### src/rtl/sparse_stream_unpacker_if.sv
// AXI-Stream style bundle: full handshake with last, or valid-only realtime.
interface Axis_If #(
  parameter int unsigned WIDTH = 32
);
  logic [WIDTH-1:0] data;
  logic             valid;
  logic             ready;
  logic             last;

  modport Master_Full     (output data, valid, last, input ready);
  modport Slave_Full      (input data, valid, last, output ready);
  modport Master_Realtime (output data, valid);
  modport Slave_Realtime  (input data, valid);
endinterface

### src/rtl/sparse_stream_unpacker.sv
// Splits the packed readout stream (timestamp segment, then sample segment ending in last)
// back into a timestamp stream and a sample stream at their native widths.
module sparse_stream_unpacker #(
  parameter int unsigned AXI_MM_WIDTH     = 128,
  parameter int unsigned TIMESTAMP_WIDTH  = 64,
  parameter int unsigned SAMPLE_WIDTH     = 16,
  parameter int unsigned PARALLEL_SAMPLES = 1
) (
  input  logic               clk,
  input  logic               reset,
  Axis_If.Slave_Full         data_in,
  Axis_If.Slave_Realtime     config_in,
  Axis_If.Master_Full        timestamps_out,
  Axis_If.Master_Full        samples_out,
  output logic               framing_error
);

  localparam int unsigned BeatWidth = SAMPLE_WIDTH * PARALLEL_SAMPLES;
  localparam int unsigned TsLanes   = AXI_MM_WIDTH / TIMESTAMP_WIDTH;
  localparam int unsigned DLanes    = AXI_MM_WIDTH / BeatWidth;
  localparam int unsigned MaxLanes  = (TsLanes > DLanes) ? TsLanes : DLanes;
  localparam int unsigned LaneW     = (MaxLanes > 1) ? $clog2(MaxLanes) : 1;

  typedef enum logic [1:0] {StIdle, StTstamp, StData} state_e;

  state_e                  state_q, state_d;
  logic [31:0]             rem_q, rem_d;
  logic [LaneW-1:0]        lane_q, lane_d;
  logic [AXI_MM_WIDTH-1:0] hold_q, hold_d;
  logic                    hold_valid_q, hold_valid_d;
  logic                    hold_last_q, hold_last_d;
  logic                    framing_error_q, framing_error_d;

  logic                    ts_valid, ts_last, smp_valid, smp_last, in_ready;
  logic                    ts_hs, smp_hs, ts_drain, smp_drain, in_hs;
  logic [AXI_MM_WIDTH-1:0] ts_shift, smp_shift;

  always_ff @(posedge clk) begin
    if (reset) begin
      state_q         <= StIdle;
      rem_q           <= '0;
      lane_q          <= '0;
      hold_q          <= '0;
      hold_valid_q    <= 1'b0;
      hold_last_q     <= 1'b0;
      framing_error_q <= 1'b0;
    end else begin
      state_q         <= state_d;
      rem_q           <= rem_d;
      lane_q          <= lane_d;
      hold_q          <= hold_d;
      hold_valid_q    <= hold_valid_d;
      hold_last_q     <= hold_last_d;
      framing_error_q <= framing_error_d;
    end
  end

  assign ts_hs  = ts_valid & timestamps_out.ready;
  assign smp_hs = smp_valid & samples_out.ready;
  // A timestamp word is finished either on its top lane or on the final timestamp (padding).
  assign ts_drain  = ts_hs & ((lane_q == LaneW'(TsLanes - 1)) | (rem_q == 32'd1));
  assign smp_drain = smp_hs & (lane_q == LaneW'(DLanes - 1));
  assign in_hs     = data_in.valid & in_ready;

  always_comb begin
    state_d         = state_q;
    rem_d           = rem_q;
    lane_d          = lane_q;
    hold_d          = hold_q;
    hold_valid_d    = hold_valid_q;
    hold_last_d     = hold_last_q;
    framing_error_d = 1'b0;
    unique case (state_q)
      StIdle: begin
        if (config_in.valid) begin
          rem_d        = config_in.data;
          lane_d       = '0;
          hold_valid_d = 1'b0;
          state_d      = (config_in.data == 32'd0) ? StData : StTstamp;
        end
      end
      StTstamp: begin
        if (ts_hs) begin
          lane_d = lane_q + 1'b1;
          rem_d  = rem_q - 32'd1;
        end
        if (ts_drain) begin
          lane_d       = '0;
          hold_valid_d = 1'b0;
          // A word carrying last ends the frame before any sample segment.
          if (hold_last_q) begin
            framing_error_d = 1'b1;
            state_d         = StIdle;
          end else if (rem_q == 32'd1) begin
            state_d = StData;
          end
        end
      end
      StData: begin
        if (smp_hs) lane_d = lane_q + 1'b1;
        if (smp_drain) begin
          lane_d       = '0;
          hold_valid_d = 1'b0;
          if (hold_last_q) state_d = StIdle;
        end
      end
      default: state_d = StIdle;
    endcase
    if (in_hs) begin
      hold_d       = data_in.data;
      hold_valid_d = 1'b1;
      hold_last_d  = data_in.last;
      lane_d       = '0;
    end
  end

  always_comb begin
    ts_valid  = 1'b0;
    ts_last   = 1'b0;
    smp_valid = 1'b0;
    smp_last  = 1'b0;
    in_ready  = 1'b0;
    unique case (state_q)
      StTstamp: begin
        ts_valid = hold_valid_q;
        ts_last  = hold_valid_q & (rem_q == 32'd1);
        in_ready = ~hold_valid_q | (ts_drain & ~hold_last_q);
      end
      StData: begin
        smp_valid = hold_valid_q;
        smp_last  = hold_valid_q & hold_last_q & (lane_q == LaneW'(DLanes - 1));
        in_ready  = ~hold_valid_q | (smp_drain & ~hold_last_q);
      end
      default: ;
    endcase
  end

  assign ts_shift  = hold_q >> (TIMESTAMP_WIDTH * 32'(lane_q));
  assign smp_shift = hold_q >> (BeatWidth * 32'(lane_q));

  assign data_in.ready        = in_ready;
  assign timestamps_out.valid = ts_valid;
  assign timestamps_out.last  = ts_last;
  assign timestamps_out.data  = ts_shift[TIMESTAMP_WIDTH-1:0];
  assign samples_out.valid    = smp_valid;
  assign samples_out.last     = smp_last;
  assign samples_out.data     = smp_shift[BeatWidth-1:0];
  assign framing_error        = framing_error_q;

endmodule

### src/flat_wrapper.sv
// flat-port wrapper written by rule: the top's interface ports become plain ports
module sparse_stream_unpacker_flat 
#(
  parameter int unsigned AXI_MM_WIDTH     = 128,
  parameter int unsigned TIMESTAMP_WIDTH  = 64,
  parameter int unsigned SAMPLE_WIDTH     = 16,
  parameter int unsigned PARALLEL_SAMPLES = 1
)
  (clk, reset, framing_error, data_in_data, data_in_valid, data_in_last, data_in_ready, config_in_data, config_in_valid, timestamps_out_data, timestamps_out_valid, timestamps_out_last, timestamps_out_ready, samples_out_data, samples_out_valid, samples_out_last, samples_out_ready);
  Axis_If #(.WIDTH((128))) data_in_i ();
  Axis_If #(.WIDTH(32)) config_in_i ();
  Axis_If #(.WIDTH((64))) timestamps_out_i ();
  Axis_If #(.WIDTH((16))) samples_out_i ();
  input  logic clk;
  input  logic reset;
  output logic framing_error;
  input wire logic [$bits(data_in_i.data)-1:0] data_in_data;
  input wire logic [$bits(data_in_i.valid)-1:0] data_in_valid;
  input wire logic [$bits(data_in_i.last)-1:0] data_in_last;
  output wire logic [$bits(data_in_i.ready)-1:0] data_in_ready;
  input wire logic [$bits(config_in_i.data)-1:0] config_in_data;
  input wire logic [$bits(config_in_i.valid)-1:0] config_in_valid;
  output wire logic [$bits(timestamps_out_i.data)-1:0] timestamps_out_data;
  output wire logic [$bits(timestamps_out_i.valid)-1:0] timestamps_out_valid;
  output wire logic [$bits(timestamps_out_i.last)-1:0] timestamps_out_last;
  input wire logic [$bits(timestamps_out_i.ready)-1:0] timestamps_out_ready;
  output wire logic [$bits(samples_out_i.data)-1:0] samples_out_data;
  output wire logic [$bits(samples_out_i.valid)-1:0] samples_out_valid;
  output wire logic [$bits(samples_out_i.last)-1:0] samples_out_last;
  input wire logic [$bits(samples_out_i.ready)-1:0] samples_out_ready;
  assign data_in_i.data = data_in_data;
  assign data_in_i.valid = data_in_valid;
  assign data_in_i.last = data_in_last;
  assign data_in_ready = data_in_i.ready;
  assign config_in_i.data = config_in_data;
  assign config_in_i.valid = config_in_valid;
  assign timestamps_out_data = timestamps_out_i.data;
  assign timestamps_out_valid = timestamps_out_i.valid;
  assign timestamps_out_last = timestamps_out_i.last;
  assign timestamps_out_i.ready = timestamps_out_ready;
  assign samples_out_data = samples_out_i.data;
  assign samples_out_valid = samples_out_i.valid;
  assign samples_out_last = samples_out_i.last;
  assign samples_out_i.ready = samples_out_ready;
  sparse_stream_unpacker #(.AXI_MM_WIDTH(AXI_MM_WIDTH), .TIMESTAMP_WIDTH(TIMESTAMP_WIDTH), .SAMPLE_WIDTH(SAMPLE_WIDTH), .PARALLEL_SAMPLES(PARALLEL_SAMPLES)) u_core (.clk(clk), .reset(reset), .data_in(data_in_i), .config_in(config_in_i), .timestamps_out(timestamps_out_i), .samples_out(samples_out_i), .framing_error(framing_error));
endmodule
### config.mk
export PLATFORM = sky130hd
export DESIGN_NAME = sparse_stream_unpacker_flat
export DESIGN_NICKNAME = d
export VERILOG_FILES = /design/src/rtl/sparse_stream_unpacker_if.sv /design/src/rtl/sparse_stream_unpacker.sv /design/src/flat_wrapper.sv
export SDC_FILE = /design/constraint.sdc
export NUM_CORES = 1
export LEC_CHECK = 0
export CAP_MARGIN = 15
export CORE_ASPECT_RATIO = 1.2
export CORE_MARGIN = 1
export CORE_UTILIZATION = 54
export DETAILED_ROUTE_END_ITERATION = 10
export GPL_TIMING_DRIVEN = 0
export PLACE_DENSITY = 0.93
export SLEW_MARGIN = 10
export SYNTH_ARGS = -nofsm -noshare
export SYNTH_HDL_FRONTEND = slang
export SYNTH_SLANG_ARGS = --single-unit
### constraint.sdc
create_clock -name clk -period 4.5 [get_ports clk]
set_input_delay 0.675 -clock clk [delete_from_list [all_inputs] [get_ports clk]]
set_output_delay 0.675 -clock clk [all_outputs]
set_load 0.02 [all_outputs]
==> tab_implementation.tex <==
\begin{tabular}{lr}
\hline
Metric & Value \\
\hline
\multicolumn{2}{l}{\textbf{STA}} \\
\quad Final setup skew & 0.0133 ns \\
\quad Count of final hold-check violations & 0 \\
\quad Remaining max-slew budget at the tightest pin & 0.322 \\
\quad Final worst-path cycle share & 0.947 \\
\quad Max frequency & 0.235 GHz \\
\quad Final setup violation count & 0 \\
\quad Tightest Pin Transition & 1.02 ns \\
\quad Sum Neg Setup Slack & 0 ns \\
\quad RSZ-0062 raised after global routing & false \\
\quad Number of max-slew violations in the final report & 0 \\
\quad Final Critical Period & 4.26 ns \\
\multicolumn{2}{l}{\textbf{Synth}} \\
\quad Number of enable flip-flop cells after synthesis & 0 \\
\quad List of most frequent post-synthesis cells & 168 x dfxtp\_1, 166 x nand2\_1, 153 x a21oi\_1 \\
\quad Post-synth cell types & 62 \\
\quad Number of flip-flops and latches in the synthesized netlist & 168 \\
\quad Area share of the largest cell type after synthesis & 0.333 \\
\quad Leading cell types by total area after synthesis & dfxtp\_1 33\%, a41o\_1 13\%, a21oi\_1 7.6\% \\
\quad Synth async-reset ratio & 0 \\
\quad Part of the Yosys area used for sequential elements & 0.333 \\
\quad Dominant cell type by area after synthesis & dfxtp\_1 \\
\quad Number of warnings reported in the yosys synthesis log & 0 \\
\quad Syn\_area\_per\_cell & 8.47 um2 \\
\quad Most repeated cell in the gate-level netlist after synthesis & dfxtp\_1 \\
\quad Gate count of the mapped netlist & 1192 \\
\quad Post-synthesis net count & 1368 \\
\quad Post-synth design cell area & 10100 um2 \\
\quad Post-synth top flop & dfxtp\_1 \\
\multicolumn{2}{l}{\textbf{Clock network}} \\
\quad TritonCTS clock tree & done \\
\quad Deepest clock path buffer count & 2 \\
\quad Clock transition at the registers of the reported paths & 0.07 ns \\
\quad Post-CTS Resized & 0 \\
\quad H-tree Lvls & 4 \\
\quad Clock root buffer master & clkbuf\_16 \\
\quad TritonCTS sink count & 168 \\
\quad Cts-stage hold buffer count & 0 \\
\quad Total setup buffers inserted after CTS & 0 \\
\quad Total CTS buffers & 17 \\
\quad Worst skew pair latency & 0.44 ns \\
\multicolumn{2}{l}{\textbf{Critical path}} \\
\quad Worst Setup End Kind & output pin \\
\quad Cell chain of the critical path & clkbuf\_1, buf\_1, mux4\_2, mux2\_2, clkdlybuf4s50\_1 \\
\quad Startpoint type of the worst setup path & register \\
\quad Worst-path fanout max & 10 \\
\quad CP delay by family, top & buffers and inverters \\
\quad CP max stage cell & buf\_1 \\
\quad CP Buf/Inv Count & 3 \\
\quad Slowest stage delay, CP & 0.76 ns \\
\quad Kind of critical path & reg -> out \\
\quad Crit path required time & 3.83 ns \\
\quad Worst Path Arrival & 3.58 ns \\
\multicolumn{2}{l}{\textbf{Pwr}} \\
\quad PD cells & 560 nW/um2 \\
\quad Tot Pwr & 7.55 mW \\
\quad Leakage power of the design & 5.81 nW \\
\quad Maximum resistive drop on vdd & 0.319 mV \\
\multicolumn{2}{l}{\textbf{Floorplan}} \\
\quad Die ar. & 19300 um2 \\
\quad Starting density of the core & 0.553 \\
\quad Y dimension of the die & 152 um \\
\quad Width of the die & 127 um \\
\quad Floorplan core area & 18200 um2 \\
\quad Std cell rows & 54 \\
\quad Number of top-level pins & 253 \\
\multicolumn{2}{l}{\textbf{Detailed routing}} \\
\quad Via count & 11600 \\
\quad Number of nets with antenna violations after detailed routing & 0 \\
\quad \# DRC & 0 \\
\quad First-pass detailed-route iteration total & 6 \\
\quad Iteration-0 DRC Markers & 1452 \\
\quad Routed wire length per instance & 26.4 um \\
\quad DR vias/cell & 6.85 \\
\quad Detailed Route WL & 44900 um \\
\multicolumn{2}{l}{\textbf{Place}} \\
\quad Final HPWL from detailed placement & 34900 um \\
\quad Port bufs & 251 \\
\quad Post-Place Cell Area & 12900 um2 \\
\quad Weighted congestion reported at the end of routability-driven placement & 1.05 \\
\multicolumn{2}{l}{\textbf{Global route}} \\
\quad Number of global-route vias before repair & 10900 \\
\quad Total routing usage reported by global routing & 0.462 \\
\quad Largest net degree at the start of global routing & 20 \\
\quad Antenna violations before repair & 1 \\
\quad Residual overflow from global routing & 0 \\
\quad Global-route wire length before repair & 64800 um \\
\multicolumn{2}{l}{\textbf{Layout}} \\
\quad Sequential cell area & 3360 um2 \\
\quad Synth-to-layout area growth & 33.5\% \\
\quad Area taken by multi-input logic gates & 6150 um2 \\
\quad Final design area excluding fillers & 13500 um2 \\
\quad Net total in the final layout & 1637 \\
\quad Number of inserted filler cells in the final layout & 1393 \\
\quad Proportion of layout cells with a drive suffix above 1 & 0.0828 \\
\multicolumn{2}{l}{\textbf{Worst hold path}} \\
\quad Worst hold path type & reg -> reg \\
\multicolumn{2}{l}{\textbf{Flow run}} \\
\quad Max-capacitance violation count & 0 \\
\multicolumn{2}{l}{\textbf{Run status}} \\
\quad Outcome & finished clean \\
\hline
\end{tabular}
==> tightest hold or removal path, cell delays in order (launching register included) <==
cell     delay, ns
dfxtp_1       0.33
o21ai_1       0.08
a21oi_1       0.06
==> logic make-up (layout without fill, tap and decap cells) <==
| logic type | after synthesis | after routing | synth area share |
|---|---|---|---|
| other cells | 0 | 1 | 0 |
| fa+ha+maj | 9 | 9 | 0.0112 |
| buf+inv | 148 | 429 | 0.0590 |
| compound gates | 376 | 376 | 0.269 |
| mux | 119 | 119 | 0.160 |
| simple gates | 372 | 372 | 0.168 |
| flops | 168 | 168 | 0.333 |
==> power breakdown <==
group | switching, mW | internal, mW
clock | 0.720 | 0.741
sequential | 0.539 | 1.86
combinational | 2.25 | 1.44
total | 3.51 | 4.04
==> final cells by class <==
cell class,count,share of cell area
diodes,1,0.000186
plain buffers,131,0.0396
clock buffers,17,0.0316
clock inverters,14,0.0113
inverters,16,0.00445
multi-input cells,876,0.456
flip-flops and latches,168,0.249
well taps,224,0.0208
repair buffers,251,0.186
==> sequential cells by signal (all words and copies together), names as in the netlist <==
signal / flops
u_core.lane_q: 3
u_core.hold_last_q: 1
u_core.hold_q: 128
u_core.hold_valid_q: 1
u_core.framing_error: 1
u_core.state_q: 2
u_core.rem_q: 32
==> cell usage in the layout, fill, tap and decap left out, drive strengths merged, types with 4 or more instances in the layout <==
master         Yosys  routed
a211oi             9       9
a21oi            153     153
a22oi              4       4
a31oi             10      10
a41o             128     128
and2               5       5
buf               52      50
clkbuf            80      98
clkdlybuf4s50      0     251
clkinv             0       7
dfxtp            168     168
ha                 9       9
inv               16      23
mux2              18      18
mux2i             69      69
mux4              32      32
nand2            166     166
nand3              9       9
nand4             11      11
nand4b             4       4
nor2             100     100
nor2b              9       9
nor3              19      19
nor4              24      24
o21ai             26      26
o22ai              6       6
o32ai              4       4
or4                8       8
==> path summary, 6_finish.rpt <==
check	from	endpoint	slack, ns	depth (start not counted)
worst max-delay path	u_core.lane_q[0]$_SDFFE_PP0P_	samples_out_data[5]	0.24	5
worst min-delay path	u_core.rem_q[11]$_SDFFE_PP0P_	u_core.rem_q[11]$_SDFFE_PP0P_	0.52	2
worst max register to register	u_core.lane_q[1]$_SDFFE_PP0P_	u_core.hold_q[122]$_SDFFE_PP0P_	0.44	10
worst min register to register	u_core.rem_q[11]$_SDFFE_PP0P_	u_core.rem_q[11]$_SDFFE_PP0P_	0.52	2
==> layer usage <==
layer / part of all wire / GRT usage
met1: 0.35 / 0.524
met2: 0.45 / 0.742
met3: 0.10 / 0.0997
met4: 0.095 / 0.410
met5: 0 / 0
==> per-stage QoR <==
step	setup slack, ns	utilization	hold slack [ns]	instances
2_1_floorplan	1.69	-	0.464	1192
3_3_place_gp	0.510	0.707	0.485	1667
3_5_place_dp	0.471	0.707	0.492	1667
4_1_cts	0.123	0.738	0.505	1697
5_1_grt	0.0642	0.739	0.544	1698
6_report	0.240	0.739	0.522	1698
No activity file was read; power rests on OpenSTA's default activity.
